**src/rtl/cla_pkg.sv**
```systemverilog
// Shared types and helpers for the slice-based carry-lookahead adder.
// A slice is SLICE_W bits wide; a slice_pg_t carries its block propagate/generate.
package cla_pkg;

  localparam int unsigned SLICE_W    = 4;
  localparam int unsigned MAX_SLICES = 4;

  typedef struct packed {
    logic p;
    logic g;
  } slice_pg_t;

  // Block propagate/generate of one 4-bit slice from its two operand nibbles.
  function automatic slice_pg_t slice_pg(input logic [SLICE_W-1:0] a4,
                                         input logic [SLICE_W-1:0] b4);
    logic [SLICE_W-1:0] p;
    logic [SLICE_W-1:0] g;
    slice_pg_t          r;
    p   = a4 ^ b4;
    g   = a4 & b4;
    r.p = &p;
    r.g = g[3] | (p[3] & g[2]) | (p[3] & p[2] & g[1]) | (p[3] & p[2] & p[1] & g[0]);
    return r;
  endfunction

endpackage

```
**src/rtl/lcu4.sv**
```systemverilog
// Four-input lookahead carry unit: slice carries c[4:1] from block P/G and a carry-in,
// plus group propagate/generate across all four inputs.
module lcu4 (
  input  logic [3:0] p_i,
  input  logic [3:0] g_i,
  input  logic       cin_i,
  output logic [4:1] c_o,
  output logic       gp_o,
  output logic       gg_o
);

  // Fully expanded two-level lookahead; no ripple between the four carries.
  always_comb begin
    c_o[1] = g_i[0] | (p_i[0] & cin_i);
    c_o[2] = g_i[1] | (p_i[1] & g_i[0]) | (p_i[1] & p_i[0] & cin_i);
    c_o[3] = g_i[2] | (p_i[2] & g_i[1]) | (p_i[2] & p_i[1] & g_i[0])
           | (p_i[2] & p_i[1] & p_i[0] & cin_i);
    c_o[4] = g_i[3] | (p_i[3] & g_i[2]) | (p_i[3] & p_i[2] & g_i[1])
           | (p_i[3] & p_i[2] & p_i[1] & g_i[0])
           | (p_i[3] & p_i[2] & p_i[1] & p_i[0] & cin_i);
    gp_o   = &p_i;
    gg_o   = g_i[3] | (p_i[3] & g_i[2]) | (p_i[3] & p_i[2] & g_i[1])
           | (p_i[3] & p_i[2] & p_i[1] & g_i[0]);
  end

endmodule

```
**src/rtl/cla16_pipe.sv**
```systemverilog
// Two-stage pipelined carry-lookahead adder with valid/ready handshake.
// Stage 1 registers bitwise and per-slice P/G; stage 2 resolves carries through lcu4
// and registers sum, carry-out and group P/G.
// Optional feature macro CLA16_SUB_EN: adds 'sub' input (a + ~b + 1) and registered
// signed 'overflow' output.
module cla16_pipe
  import cla_pkg::*;
#(
  // Number of 4-bit slices, 1..MAX_SLICES.
  parameter int unsigned NUM_SLICES = 4
) (
  input  logic                          clk,
  input  logic                          rst,
  input  logic                          in_valid,
  output logic                          in_ready,
  input  logic [SLICE_W*NUM_SLICES-1:0] a,
  input  logic [SLICE_W*NUM_SLICES-1:0] b,
  input  logic                          carryInput,
`ifdef CLA16_SUB_EN
  input  logic                          sub,
  output logic                          overflow,
`endif
  output logic                          out_valid,
  input  logic                          out_ready,
  output logic [SLICE_W*NUM_SLICES-1:0] sum,
  output logic                          carryOutput,
  output logic                          prop,
  output logic                          gene
);

  localparam int unsigned W = SLICE_W * NUM_SLICES;

  // ---------------------------------------------------------------------------
  // Handshake
  // ---------------------------------------------------------------------------
  logic s1_valid_q;
  logic out_valid_q;
  logic s2_free;
  logic accept;
  logic s1_adv;

  assign s2_free  = !out_valid_q || out_ready;
  assign in_ready = !s1_valid_q || s2_free;
  assign accept   = in_valid && in_ready;
  assign s1_adv   = s1_valid_q && s2_free;

  // ---------------------------------------------------------------------------
  // Stage 1: operand conditioning and slice P/G
  // ---------------------------------------------------------------------------
  logic [W-1:0]          b_eff;
  logic                  cin_eff;
  logic [W-1:0]          p_d;
  logic [W-1:0]          g_d;
  logic [NUM_SLICES-1:0] sp_d;
  logic [NUM_SLICES-1:0] sg_d;

`ifdef CLA16_SUB_EN
  // Subtraction is a + ~b + 1; the external carry-in is not used then.
  assign b_eff   = sub ? ~b : b;
  assign cin_eff = sub ? 1'b1 : carryInput;
`else
  assign b_eff   = b;
  assign cin_eff = carryInput;
`endif

  // Bitwise propagate/generate and per-slice block P/G for the incoming operands.
  always_comb begin
    slice_pg_t pg;
    p_d  = a ^ b_eff;
    g_d  = a & b_eff;
    sp_d = '0;
    sg_d = '0;
    for (int k = 0; k < NUM_SLICES; k++) begin
      pg      = slice_pg(a[SLICE_W*k +: SLICE_W], b_eff[SLICE_W*k +: SLICE_W]);
      sp_d[k] = pg.p;
      sg_d[k] = pg.g;
    end
  end

  logic [W-1:0]          s1_p_q;
  logic [W-1:0]          s1_g_q;
  logic [NUM_SLICES-1:0] s1_sp_q;
  logic [NUM_SLICES-1:0] s1_sg_q;
  logic                  s1_cin_q;

  // S1 loads on accept and empties when it advances without a refill.
  always_ff @(posedge clk or posedge rst) begin
    if (rst) begin
      s1_valid_q <= 1'b0;
      s1_p_q     <= '0;
      s1_g_q     <= '0;
      s1_sp_q    <= '0;
      s1_sg_q    <= '0;
      s1_cin_q   <= 1'b0;
    end else begin
      if (accept) begin
        s1_valid_q <= 1'b1;
        s1_p_q     <= p_d;
        s1_g_q     <= g_d;
        s1_sp_q    <= sp_d;
        s1_sg_q    <= sg_d;
        s1_cin_q   <= cin_eff;
      end else if (s1_adv) begin
        s1_valid_q <= 1'b0;
      end
    end
  end

  // ---------------------------------------------------------------------------
  // Stage 2: second-level lookahead and sum formation
  // ---------------------------------------------------------------------------
  logic [3:0] lcu_p;
  logic [3:0] lcu_g;
  logic [4:1] lcu_c;
  logic       lcu_gp;
  logic       lcu_gg;
  logic [4:0] slice_cin;

  // Unused upper slices are transparent: P=1, G=0.
  always_comb begin
    lcu_p = '1;
    lcu_g = '0;
    for (int k = 0; k < NUM_SLICES; k++) begin
      lcu_p[k] = s1_sp_q[k];
      lcu_g[k] = s1_sg_q[k];
    end
  end

  lcu4 u_lcu4 (
    .p_i   (lcu_p),
    .g_i   (lcu_g),
    .cin_i (s1_cin_q),
    .c_o   (lcu_c),
    .gp_o  (lcu_gp),
    .gg_o  (lcu_gg)
  );

  assign slice_cin = {lcu_c, s1_cin_q};

  logic [W-1:0] sum_d;
`ifdef CLA16_SUB_EN
  logic         c_msb_in;
`endif

  // Per-bit carries ripple only within a slice, seeded by that slice's lookahead carry.
  always_comb begin
    logic c;
    sum_d = '0;
    c     = 1'b0;
`ifdef CLA16_SUB_EN
    c_msb_in = 1'b0;
`endif
    for (int k = 0; k < NUM_SLICES; k++) begin
      c = slice_cin[k];
      for (int j = 0; j < SLICE_W; j++) begin
        sum_d[SLICE_W*k + j] = s1_p_q[SLICE_W*k + j] ^ c;
`ifdef CLA16_SUB_EN
        if (SLICE_W*k + j == W - 1) c_msb_in = c;
`endif
        c = s1_g_q[SLICE_W*k + j] | (s1_p_q[SLICE_W*k + j] & c);
      end
    end
  end

  logic [W-1:0] sum_q;
  logic         co_q;
  logic         prop_q;
  logic         gene_q;
`ifdef CLA16_SUB_EN
  logic         ovf_q;
`endif

  // S2 reloads whenever S1 advances; otherwise it holds until the result is taken.
  always_ff @(posedge clk or posedge rst) begin
    if (rst) begin
      out_valid_q <= 1'b0;
      sum_q       <= '0;
      co_q        <= 1'b0;
      prop_q      <= 1'b0;
      gene_q      <= 1'b0;
`ifdef CLA16_SUB_EN
      ovf_q       <= 1'b0;
`endif
    end else begin
      if (s1_adv) begin
        out_valid_q <= 1'b1;
        sum_q       <= sum_d;
        co_q        <= slice_cin[NUM_SLICES];
        prop_q      <= lcu_gp;
        gene_q      <= lcu_gg;
`ifdef CLA16_SUB_EN
        ovf_q       <= slice_cin[NUM_SLICES] ^ c_msb_in;
`endif
      end else if (out_ready) begin
        out_valid_q <= 1'b0;
      end
    end
  end

  assign out_valid   = out_valid_q;
  assign sum         = sum_q;
  assign carryOutput = co_q;
  assign prop        = prop_q;
  assign gene        = gene_q;
`ifdef CLA16_SUB_EN
  assign overflow    = ovf_q;
`endif

endmodule

```
**config.mk**
```make
export PLATFORM = sky130hd
export DESIGN_NAME = cla16_pipe
export DESIGN_NICKNAME = d
export VERILOG_FILES = /design/src/rtl/cla_pkg.sv /design/src/rtl/lcu4.sv /design/src/rtl/cla16_pipe.sv
export SDC_FILE = /design/constraint.sdc
export NUM_CORES = 1
export LEC_CHECK = 0
export CORE_ASPECT_RATIO = 2
export CORE_MARGIN = 2
export CORE_UTILIZATION = 45
export CTS_CLUSTER_SIZE = 20
export DETAILED_ROUTE_END_ITERATION = 7
export GPL_ROUTABILITY_DRIVEN = 0
export HOLD_SLACK_MARGIN = 0.1
export PLACE_DENSITY = 0.71
export SLEW_MARGIN = 25
export SYNTH_ARGS = -nofsm -noshare
export SYNTH_HDL_FRONTEND = slang
export SYNTH_SLANG_ARGS = --single-unit
```
**constraint.sdc**
```tcl
create_clock -name clk -period 7.5 [get_ports clk]
set_clock_uncertainty 0.05 [all_clocks]
set_input_delay 1.5 -clock clk [delete_from_list [all_inputs] [get_ports clk]]
set_output_delay 1.5 -clock clk [all_outputs]
set_load 0.01 [all_outputs]
```
* Word-level counts from Yosys, hierarchy flattened *
Index checks and enable logic that the tools add are counted.

operators by class
  mux-type cells = 4
  bitwise logic cells = 108
  reductions and logical operators = 13

operators by type and width
  cell               number
  $and 1x1->1        48
  $or 1x1->1         34
  $reduce_and 4->1   5
  $and 4x4->4        4
  $xor 1x1->1        16
  $xor 16x16->16     1
  $xor 4x4->4        4
  $and 15x15->15     1
  $mux 1             4
  $reduce_bool 2->1  2
  $logic_and 1x1->1  2
  $logic_not 1->1    2
  $logic_or 1x1->1   2

word-level totals
  register bits = 61
  output and inout port bits = 21
  logic and storage cells = 136

* Depth between registers and ports, before layout *
  word-level depth = 11
  gate-level depth with buffers = 11
  depth with buffers taken out = 11

* Hierarchy *
From an unflattened synthesis, not the netlist that was laid out.

unflattened totals
  cell total of the unflattened synthesis = 203
  area, all modules = 2995.4 µm²

by module, submodules not included
  module      instances  cells each  area an instance (µm²)  seq. area each (µm²)
  cla16_pipe  1          193         2935.3                  1451.4
  lcu4        1          10          60.1                    0.0

* Least setup slack after synthesis *
OpenSTA, ideal clock, no wires.

  kind = input -> output
  start = input out_ready
  end = output in_ready
  arrival time = 1.683 ns
  setup slack = 4.267 ns
  stages = 1
  buffers on the path = 0
  cells stage by stage = nand3b_4

between the ends
  cells in the longest elaborated chain, start to end = 2

ends and longest elaborated chain
  what                RTL line          text
  start: declaration  cla16_pipe.sv:24  input logic out_ready,
  $logic_or 1x1->1    cla16_pipe.sv:42  assign s2_free = !out_valid_q || out_ready;
  $logic_or 1x1->1    cla16_pipe.sv:43  assign in_ready = !s1_valid_q || s2_free;
  end: declaration    cla16_pipe.sv:15  output logic in_ready,

Every way passes these cells.

* Worst setup path after layout *
Same ends and word-level chain as after synthesis.

==> flow_summary.yaml <==
timing:
  finalCritPeriodShare_pct: 57.0
  period_minus_slack_ns: 4.27
  fmax_mhz: 234
  timing.hold.ws_ns: 0.450
  setup_viol: 0
  tns_ns: 0
  slew_headroom_pct: 52.1
  tightest_slew_ns: 0.718
  grt_setup_unrepaired: "no"
  hold_violations: 0
  slew_violations: 0
layout:
  n_antenna_cell: 0
  final_util_pct: 61.1
  seqCellArea_um2: 1450
  stdcell_count: 360
  multi_input_area_um2: 1400
  syn_to_final_growth_pct: 30.4
  fill_cells: 531
  nets: 334
  drive_above_1_share_pct: 28.8
route:
  drt_wl_total_um: 5380
  routedWlPerCell_um: 14.9
  met3RoutedLength_um: 230
  firstDrtPassIters: 4
  vias_per_cell: 5.00
  drc: 0
  vias: 1800
  wl_met2_um: 3010
  wl_met1_um: 2030
  drt_iter0_drc: 22
  ant_nets: 0
  highest_layer: "met4"
clock_network:
  clkTransAtPathRegs_ns: 0.05
  htree_levels: 3
  cts-root-buf: "clkbuf_16"
  cts_sinks: 58
  cts_buffer_depth: 2
  cts_setup_buffers: 0
  postCtsHoldBufs: 0
  cts-resized-gates: 0
  cts_tree: "built"
  cts_made_buffers: 9
  clock_latency_ns: 0.33
yosys:
  synth_compound_area_share_pct: 4.06
  synth-simple-area-share_pct: 6.27
  synth_top_family_by_area: "multiplexers"
  syn_nets: 269
  synthAdderAreaFrac_pct: 11.9
  syn_inst: 204
  synth_warnings: 0
  synth_xor_area_share_pct: 1.19
  synth.mux.area_fraction_pct: 24.1
  ys_types: 25
  synth.avg_cell_area_um2: 14.5
  synth_area_um2: 2960
  ys_seq_area_share_pct: 49.1
  yosys_register_bits: 58
setup_path:
  setup.worst_path.class: "primary input to output pin"
  crit_fanout: 3
  crit_arrival_ns: 2.72
  reg2reg_slack_ns: 4.78
  end_kind: "output pin"
  crit_required_ns: 5.95
  crit_path_start_kind: "primary input"
floorplanning:
  initial_core_util_pct: 46.8
  dieWidth_um: 61.3
  boundaryPins: 58
  die_h_um: 119
  die_area_um2: 7270
  num_rows: 41
  core_um2: 6310
pwr:
  power_mw: 1.15
  leakagePower_nw: 1.82
  ir_worst_vdd_v: 0.000192
  p_per_area_nw_per_um2: 299
min_path:
  min_path_type: "flop to flop"
global_routing:
  overflow: 0
  grt_pass1_wl_um: 9310
  grt_pass1_vias: 1976
  antenna_found_initial: 0
  grt_max_degree: 59
  grtUsageTotal_pct: 17.5
placement:
  dpl.hpwl_um: 3880
  dp.cells: 344
  io_buffers: 57
flow_run:
  drv_cap: 0
status:
  status: "finished, final reports clean"
[sequential cells by signal, indices dropped and copies added, names as in the netlist]
signal       cells
gene             1
s1_g_q          12
s1_cin_q         1
lcu_p            4
s1_p_q          16
prop             1
lcu_g            4
carryOutput      1
sum             16
out_valid        1
s1_valid_q       1
[per-layer routing]
metal | global-route usage [%] | up-vias
met5 | 0 | -
met4 | 6.93 | 0
met3 | 6.02 | 10
met2 | 28.4 | 36
met1 | 20.4 | 891
li1 | - | 863
[per-stage QoR]
stage | area [µm²] | setup slack, ns
final | 3850 | 3.23
after global routing | 3850 | 3.16
after CTS | 3850 | 3.21
after detailed placement | 3570 | 3.21
after global placement | 3570 | 3.24
after floorplan | 2960 | 4.27
[worst paths after layout]
check / from / endpoint / cells after the start
max in group asynchronous: rst / s1_p_q[7] / 3
min in group asynchronous: rst / sum[14] / 3
max reg2reg: s1_cin_q / sum[15] / 11
min reg2reg: sum[3] / sum[3] / 1
min: sum[3] / sum[3] / 1
max: out_ready / in_ready / 3
[worst max-delay path, stage by stage]
cell             delay (ns)
clkdlybuf4s50_1        0.50
nand3b_4               0.18
clkdlybuf4s50_1        0.55
[placed cells by master, fill, tap and decap left out]
| cell type | synthesis | layout |
|---|---|---|
| clkbuf_16 | 0 | 9 |
| nor2_1 | 4 | 4 |
| and4_1 | 1 | 1 |
| nand2_4 | 1 | 1 |
| a21o_1 | 3 | 3 |
| nand3b_4 | 1 | 1 |
| a41oi_1 | 1 | 1 |
| or2_2 | 8 | 8 |
| clkbuf_8 | 0 | 3 |
| mux2_4 | 26 | 26 |
| clkinv_2 | 0 | 2 |
| nand2_8 | 1 | 1 |
| a21oi_1 | 9 | 9 |
| a2bb2oi_1 | 1 | 1 |
| clkbuf_1 | 0 | 2 |
| buf_4 | 0 | 1 |
| inv_1 | 8 | 7 |
| mux2i_1 | 4 | 4 |
| nand2_1 | 5 | 5 |
| nand2b_2 | 1 | 1 |
| xnor2_1 | 4 | 4 |
| mux2_2 | 25 | 25 |
| nand4_1 | 4 | 4 |
| or2b_1 | 1 | 1 |
| inv_2 | 0 | 1 |
| clkdlybuf4s50_1 | 0 | 57 |
| a221o_1 | 1 | 1 |
| o21ai_0 | 5 | 5 |
| dfrtp_1 | 58 | 58 |
| ha_1 | 28 | 28 |
[report_power, final]
part           leakage [nW]  switching (mW)  internal, mW  total, mW
clock network         0.143           0.132         0.249      0.381
logic                 0.975           0.117         0.213      0.330
registers             0.703          0.0459         0.394      0.440
[final cells by class]
type / instances / area share (%)
Sequential cell: 58 / 37.7
Multi-Input combinational cell: 134 / 36.4
Timing Repair Buffer: 58 / 15.0
Clock buffer: 14 / 7.11
Tap cell: 86 / 2.79
Inverter: 8 / 0.779
Clock inverter: 2 / 0.260
[cell families (layout without fill, tap and decap cells)]
kind of cell,Yosys count,after routing
XOR/XNOR,4,4
buffers and inverters,12,82
AND/OR/NAND/NOR,27,27
adder cells (fa/ha/maj),28,28
flip-flops,58,58
multiplexers,55,55
AO/OA/AOI/OAI,20,20
[synth_stat cells]
library cell / instances / area share [%]
a2bb2oi_1: 1 / 0.30
or2b_1: 1 / 0.25
nand2b_2: 1 / 0.30
nand3b_4: 1 / 0.68
xnor2_1: 4 / 1.2
nor2_1: 4 / 0.51
nand2_1: 5 / 0.64
buf_6: 1 / 0.38
o21ai_0: 5 / 0.85
mux2_2: 25 / 9.5
a41oi_1: 1 / 0.30
mux2i_1: 4 / 1.4
nand2_4: 1 / 0.38
and4_1: 1 / 0.30
dfrtp_1: 58 / 49
mux2_4: 26 / 13
or2_2: 8 / 1.7
inv_1: 8 / 1.0
a221o_1: 1 / 0.34
buf_12: 3 / 2.0
a21o_1: 3 / 0.76
nand4_1: 4 / 0.85
a21oi_1: 9 / 1.5
nand2_8: 1 / 0.68
ha_1: 28 / 12
Note: power is estimated with default switching activity, not from simulation.
